## src/rtl/uart_bus_pkg.sv

```systemverilog
// Shared register-map constants and the echo sequencer state encoding.
package uart_bus_pkg;

  localparam logic REG_SEL_CTRL = 1'b0;
  localparam logic REG_SEL_DATA = 1'b1;
  localparam logic ADDR_TX      = 1'b0;
  localparam logic ADDR_RX      = 1'b1;

  localparam int CTRL_SEND_BIT   = 0;
  localparam int CTRL_NEW_RX_BIT = 1;

  typedef enum logic [2:0] {
    IDLE,
    POLL_CTRL,
    READ_RX,
    WRITE_TX,
    START_SEND,
    WAIT_SEND,
    DONE
  } echo_state_t;

endpackage

```

## src/rtl/uart_echo_sequencer_down_counter.sv

```systemverilog
// Loadable down counter that saturates at zero; flags zero and the final count of one.
module down_counter #(
  parameter int               WIDTH       = 8,
  parameter logic [WIDTH-1:0] RESET_VALUE = '0
) (
  input  logic             clk,
  input  logic             rst,
  input  logic             load,
  input  logic [WIDTH-1:0] load_value,
  input  logic             dec,
  output logic             zero,
  output logic             last
);

  logic [WIDTH-1:0] count_reg;

  // Load has priority over decrement; decrementing stops at zero.
  always_ff @(posedge clk or posedge rst) begin
    if (rst) begin
      count_reg <= RESET_VALUE;
    end else if (load) begin
      count_reg <= load_value;
    end else if (dec && !zero) begin
      count_reg <= count_reg - 1'b1;
    end
  end

  assign zero = (count_reg == '0);
  assign last = (count_reg == WIDTH'(1));

endmodule

```

## src/rtl/uart_echo_sequencer.sv

```systemverilog
// Bus master that loops every received UART byte back to the transmitter.
module uart_echo_sequencer
  import uart_bus_pkg::*;
#(
  parameter int POLL_DIV       = 1000,
  parameter int TIMEOUT_CYCLES = 100000
) (
  input  logic        clk_i,
  input  logic        rst_i,
  input  logic        enable_i,
  input  logic        clear_err_i,
  input  logic [31:0] rdata_i,
  output logic        wr_o,
  output logic        reg_sel_o,
  output logic        addr_o,
  output logic [31:0] data_o,
  output logic        busy_o,
  output logic [7:0]  echo_count_o,
  output logic [7:0]  last_byte_o,
  output logic        err_o
);

  localparam int POLL_W = $clog2(POLL_DIV + 1);
  localparam int TO_W   = $clog2(TIMEOUT_CYCLES + 1);

  echo_state_t state_reg, state_next;
  logic [7:0]  rx_byte_reg;
  logic        poll_zero, poll_last, poll_load, poll_dec;
  logic        to_zero, to_last, to_load, to_dec;
  logic        send_busy, timeout_hit;
  logic        unused_rdata;

  // Only the low byte and the two control flags are meaningful on read-back.
  assign unused_rdata = ^rdata_i[31:8];

  assign send_busy   = rdata_i[CTRL_SEND_BIT];
  assign timeout_hit = (state_reg == WAIT_SEND) && send_busy && (to_last || to_zero);

  // The poll timer only runs in IDLE while enabled; anywhere else it sits at the reload value.
  assign poll_load = (state_reg != IDLE) || !enable_i;
  assign poll_dec  = (state_reg == IDLE) && enable_i;

  assign to_load = (state_reg == START_SEND);
  assign to_dec  = (state_reg == WAIT_SEND) && send_busy;

  down_counter #(
    .WIDTH      (POLL_W),
    .RESET_VALUE(POLL_W'(POLL_DIV))
  ) poll_timer (
    .clk       (clk_i),
    .rst       (rst_i),
    .load      (poll_load),
    .load_value(POLL_W'(POLL_DIV)),
    .dec       (poll_dec),
    .zero      (poll_zero),
    .last      (poll_last)
  );

  down_counter #(
    .WIDTH      (TO_W),
    .RESET_VALUE('0)
  ) send_timer (
    .clk       (clk_i),
    .rst       (rst_i),
    .load      (to_load),
    .load_value(TO_W'(TIMEOUT_CYCLES)),
    .dec       (to_dec),
    .zero      (to_zero),
    .last      (to_last)
  );

  // State register.
  always_ff @(posedge clk_i or posedge rst_i) begin
    if (rst_i) begin
      state_reg <= IDLE;
    end else begin
      state_reg <= state_next;
    end
  end

  // Next-state logic and Moore-decoded bus outputs.
  always_comb begin
    state_next = state_reg;
    wr_o       = 1'b0;
    reg_sel_o  = REG_SEL_CTRL;
    addr_o     = ADDR_TX;
    data_o     = '0;
    case (state_reg)
      IDLE: begin
        if (enable_i && (poll_last || poll_zero)) state_next = POLL_CTRL;
      end
      POLL_CTRL: begin
        state_next = rdata_i[CTRL_NEW_RX_BIT] ? READ_RX : IDLE;
      end
      READ_RX: begin
        reg_sel_o  = REG_SEL_DATA;
        addr_o     = ADDR_RX;
        state_next = WRITE_TX;
      end
      WRITE_TX: begin
        wr_o       = 1'b1;
        reg_sel_o  = REG_SEL_DATA;
        addr_o     = ADDR_TX;
        data_o     = {24'd0, rx_byte_reg};
        state_next = START_SEND;
      end
      START_SEND: begin
        // Setting send while writing new_rx = 0 acknowledges the received byte.
        wr_o       = 1'b1;
        data_o     = 32'(1) << CTRL_SEND_BIT;
        state_next = WAIT_SEND;
      end
      WAIT_SEND: begin
        if (!send_busy)       state_next = DONE;
        else if (timeout_hit) state_next = IDLE;
      end
      DONE: begin
        state_next = IDLE;
      end
      default: state_next = IDLE;
    endcase
  end

  // Received byte capture, echo bookkeeping and the sticky timeout flag (set beats clear).
  always_ff @(posedge clk_i or posedge rst_i) begin
    if (rst_i) begin
      rx_byte_reg  <= '0;
      echo_count_o <= '0;
      last_byte_o  <= '0;
      err_o        <= 1'b0;
    end else begin
      if (state_reg == READ_RX) rx_byte_reg <= rdata_i[7:0];
      if (state_reg == DONE) begin
        echo_count_o <= echo_count_o + 8'd1;
        last_byte_o  <= rx_byte_reg;
      end
      if (timeout_hit)      err_o <= 1'b1;
      else if (clear_err_i) err_o <= 1'b0;
    end
  end

  assign busy_o = (state_reg != IDLE);

endmodule
```

## config.mk

```make
export PLATFORM = sky130hd
export DESIGN_NAME = uart_echo_sequencer
export DESIGN_NICKNAME = d
export VERILOG_FILES = /design/src/rtl/uart_bus_pkg.sv /design/src/rtl/uart_echo_sequencer_down_counter.sv /design/src/rtl/uart_echo_sequencer.sv
export SDC_FILE = /design/constraint.sdc
export NUM_CORES = 1
export LEC_CHECK = 0
export ABC_AREA = 1
export BUFFER_PORTS_ARGS = -buffer_cell sky130_fd_sc_hd__buf_2
export CORE_MARGIN = 3
export CORE_UTILIZATION = 54
export CTS_BUF_LIST = sky130_fd_sc_hd__clkbuf_4
export CTS_CLUSTER_SIZE = 24
export DETAILED_ROUTE_END_ITERATION = 12
export PLACE_DENSITY = 0.93
export SYNTH_ARGS = -nofsm -noshare
export SYNTH_HDL_FRONTEND = slang
export SYNTH_SLANG_ARGS = --single-unit
```

## constraint.sdc

```tcl
create_clock -name clk_i -period 1.8 [get_ports clk_i]
set_input_delay 0.36 -clock clk_i [delete_from_list [all_inputs] [get_ports clk_i]]
set_output_delay 0.36 -clock clk_i [all_outputs]
set_load 0.01 [all_outputs]
```

=== Word level (Yosys, flattened, before mapping) ===
Cells that the tools add are included.
W data, S select, Z words.

* Register bits after elaboration: 55
* Bits in latches: 0
* RAM bits: 0
* Bits in read-only memories: 0
* Output and inout port bits: 53
* Memories kept: 0

* Add/sub/neg operators: 3
* Multiply operators: 0
* Div/mod/pow operators: 0
* $lt $le $gt $ge: 0
* Equal/unequal tests: 10
* Shifts and indexed selects: 0
* Muxes and demuxes: 15
* Bitwise gates (word level): 0
* Reduce and logical (&&, ||, !) cells: 22

{| class="wikitable"
|+ Operator list
! operator !! count
|-
| $mux W17 || 2
|-
| $mux W10 || 2
|-
| $pmux W3 S6 || 1
|-
| $eq A17 B1 Y1 const B || 1
|-
| $logic_not A17 Y1 || 1
|-
| $sub A17 B1 Y17 const B || 1
|-
| $pmux W8 S2 || 1
|-
| $eq A10 B1 Y1 const B || 1
|-
| $logic_not A10 Y1 || 1
|-
| $sub A10 B1 Y10 const B || 1
|-
| $eq A3 B3 Y1 const B || 3
|-
| $mux W3 || 3
|-
| $add A8 B1 Y8 const B || 1
|-
| $eq A3 B2 Y1 const B || 2
|-
| $logic_and A1 B1 Y1 || 6
|-
| $reduce_bool A2 Y1 || 3
|-
| $mux W1 || 5
|-
| $reduce_or A2 Y1 || 2
|-
| $eq A3 B1 Y1 const B || 1
|-
| $logic_not A1 Y1 || 3
|-
| $logic_not A3 Y1 || 1
|-
| $logic_or A1 B1 Y1 || 3
|-
| $ne A3 B3 Y1 const B || 1
|-
| $reduce_bool A3 Y1 || 1
|-
| 3 further kinds || 3
|}

=== Logic depth before layout (Yosys ltp) ===
* Depth in word-level cells: 6
* Mapped depth: 12
* Gate-level depth less buffers: 12

=== Modules after synthesis ===
Synthesis repeated with hierarchy kept, for this count alone.

* Cells, all modules: 513
* Area total of the unflattened synthesis: 3718.6 um2

{| class="wikitable"
|+ Modules (own cells, without submodules)
! module !! instances !! cells an instance !! area an instance (um2) !! sequential area each (um2)
|-
| uart_echo_sequencer || 1 || 184 || 1500.2 || 700.7
|-
| down_counter (send_timer) || 1 || 206 || 1401.3 || 425.4
|-
| down_counter (poll_timer) || 1 || 123 || 817.0 || 257.7
|}

=== Worst setup path after synthesis ===
No wires, ideal clock.

* Path kind: reg2out
* From: register state_reg[1]
* To: output data_o[0]
* Arrival: 1220 ps
* Required time: 1440 ps
* Path slack: 220 ps
* Cell stages (with the launch flop): 5
* Buffers on the path: 0
* Cells stage by stage: dfrtp_1 inv_1 nor2_1 nand2_1 o21ai_0

* Cells in the longest elaborated chain, start to end: 2

{| class="wikitable"
|+ RTL lines
! what !! line !! text
|-
| start, declared || uart_echo_sequencer.sv:26 || <nowiki>echo_state_t state_reg, state_next;</nowiki>
|-
| start signal, assigned || uart_echo_sequencer.sv:77 || <nowiki>state_reg <= state_next;</nowiki>
|-
| $eq A3 B3 Y1 / $eq A3 B2 Y1 (equally long branches) || uart_echo_sequencer.sv:88 || <nowiki>case (state_reg)</nowiki>
|-
| $pmux W8 S2 (*) || uart_echo_sequencer.sv:88 ||
|-
| end, declared || uart_echo_sequencer.sv:16 || <nowiki>output logic [31:0] data_o,</nowiki>
|}

Every way passes the cells marked *; elsewhere a longest branch is shown, timed or not.

=== Worst setup path in the final report ===
Ends and elaborated chain as after synthesis.

==> results.toml <==
[setup_path]
cpMaxStageDelayCell = "dfrtp_1"
startpoint = "state_reg[1]$_DFFE_PP0P_"
worstPathCellList = "inv_2 -> nor2_4 -> nand2_4 -> o21ai_1 -> buf_2"
reg2reg_to = "send_timer.count_reg[16]$_DFFE_PP0P_"
start_kind = "flop"
r2r_setup_slack_ns = 0.12
r2r_cells = 12
crit_buf_inv = 2
cp_top_family = "flip-flops"
timing.rr.start = "send_timer.count_reg[1]$_DFFE_PP0P_"
cp.depth = 5
crit_path_end_kind = "output port"
critical_path_required_ns = 1.44
critical_path_class = "flop to output port"
arrival_ns = 1.47
critPathCapture = "data_o[0]"
cp_max_fo = 10
critPathMaxStageDelay_ns = 0.45

[clocking]
cts_buffers = 5
clkLatencyLatePin_ns = 0.39
cts_root_buf = "clkbuf_4"
clock-sinks = 55
cts_buffer_depth = 2
tritoncts = "yes"
path_clk_slew_ns = 0.16
htreeDepth = 2

[die]
core_um2 = 5640
ios = 89
die_area_um2 = 6940
start_util_pct = 57.2
dieWidth_um = 83.3
die_h_um = 83.3
rows = 27

[drt]
first_pass_iters = 5
drt-initial-drc-count = 210
highest_layer = "met4"
dr_wl_met3_um = 389
viasPerCell = 5.19
route.detailed.drc = 0
vias = 2826
post_drt_wl_per_cell_um = 13.2
drtAntennaViolNets = 0
wl_met2_um = 3730
wl_met1_um = 2870
drt_wl_total_um = 7180

[logic_synthesis]
synth_area_leaders = "dfrtp_1, nand2_1, inv_1, buf_4, nor2_1"
yosys-top-cells-count = "nand2_1, inv_1, dfrtp_1"
synth_ff_type = "dfrtp_1"
syn_area_um2 = 3230
synthArstFlopShare_pct = 100
ys_warn_count = 0
synthCells = 419
synth-edff-count = 0
yosysMostFrequentCell = "nand2_1"
synth.avg_cell_area_um2 = 7.70
netlist.area_leader.share_pct = 38.0
synth_seq_cells = 55
synth_top_cell_by_area = "dfrtp_1"
synth.distinct_cells = 33
seq_area_frac_synth_pct = 42.9

[pwr]
p_total_w = 0.00202
p_leak_nw = 2.07
power_density_nw_per_um2 = 561
vdd_drop_max_v = 0.000299

[placed_design]
post-place-ws_ns = 0.0836
io_buffers = 40
dp_hpwl_um = 5100
gp_congestion = 0.876

[cells_and_area]
num_antenna_cells = 0
drive_gt1_share_pct = 21.1
syn2layout_area_growth_pct = 11.5
fin_nets = 515
largest_reg_flops = 17

[timing]
rsz0062_at_grt = "yes"
setup_viol = 2
postLayoutSetupSlackWorst_ns = -0.0273
post-route-period-util_pct = 102
hold_viol_final = 0
drv_slew = 0
tightest_slew_ns = 0.522
maxClockFrequency_mhz = 547
finClkSkew_ns = 0.0124
slew_headroom_pct = 65.0
period_needed_ns = 1.83

[global_routing]
grt_pass1_vias = 2797
antenna_found_initial = 0
grt.total_usage_pct = 20.3
grt_pass1_wl_um = 11900
grt_max_degree = 56
overflow = 0

[run_status]
violations = "setup timing"
status = "finished with violations"

[hold_path]
min_path_type = "primary input to flop"

[job]
maxCapViolations = 0
-- logic make-up (layout without fill, tap and decap cells) --
| kind of cell | after synthesis | count (layout) | synth area share, % |
|---|---|---|---|
| AOI/OAI and AO/OA | 41 | 41 | 7.25 |
| xor gates and xnor gates | 12 | 12 | 3.26 |
| adders and majority gates | 7 | 7 | 2.71 |
| buffers and inverters | 88 | 119 | 13.6 |
| DFF | 55 | 55 | 42.9 |
| other | 1 | 24 | 0.116 |
| and+or+nand+nor | 215 | 215 | 30.1 |
-- layout by cell type, fill, tap and decap left out, types with 7 or more instances in the layout --
cell and n:
nor2_1 42, inv_2 8, buf_4 10, nand3_1 24, nand4_1 11, buf_2 40
ha_1 7, conb_1 24, dfrtp_1 49, o21ai_0 26, inv_1 49, nand2_1 109
xor2_1 10
-- worst min path at each step --
stage / slack, ns / to / startpoint / cells past startpoint
2_1_floorplan: 0.45 / poll_timer.count_reg[1]$_DFFE_PP0P_ / poll_timer.count_reg[1]$_DFFE_PP0P_ / 2
3_3_place_gp: 0.43 / echo_count_o[6]$_DFFE_PP0N_ / rst_i / 3
3_5_place_dp: 0.44 / echo_count_o[6]$_DFFE_PP0N_ / rst_i / 3
4_1_cts: 0.13 / err_o$_DFFE_PP0P_ / clear_err_i / 2
5_1_grt: 0.16 / rx_byte_reg[6]$_DFFE_PP0P_ / rdata_i[6] / 3
6_report: 0.13 / err_o$_DFFE_PP0P_ / clear_err_i / 2
-- through the flow --
step	std cells	utilization, %	hold slack (ns)	instance area (µm²)	setup TNS [ns]
floorplan	442	-	0.453	3310	0
global placement	529	60.8	0.434	3430	0
detailed placement	529	60.8	0.440	3430	0
CTS	544	63.3	0.132	3570	0
global route	545	63.8	0.156	3600	-0.222
finish	545	63.8	0.132	3600	-0.0366
-- repair_timing --
action | in CTS | in global routing
setup endpoints to repair | 10 | 22
setup buffers | 6 | 1
endpoints found under the hold margin | 17 | 0
hold buffers | 1 | 0
gates resized for setup | 7 | 7
pin swaps | 2 | 3
-- power breakdown --
group          total (W)  internal (W)  switching (W)
Clock           0.000603      0.000168       0.000435
Sequential       0.00127       0.00126      0.0000157
Combinational   0.000141     0.0000400       0.000101
Total            0.00202       0.00147       0.000552
-- final cells by class --
class | instances | area (µm²)
clock inverter | 3 | 28.8
fill | 426 | 2040
timing repair buffer | 52 | 305
inverter | 59 | 229
clock buffer | 5 | 37.5
sequential | 55 | 1380
tap | 72 | 90.1
multi-input combinational | 299 | 1520
-- per-layer routing --
layer	vias to the layer above	track usage, %
met5	-	0
met4	0	9.21
met3	21	3.47
met2	118	35.9
met1	1309	24.0
li1	1378	-
No activity file was read; power rests on OpenSTA's default activity.
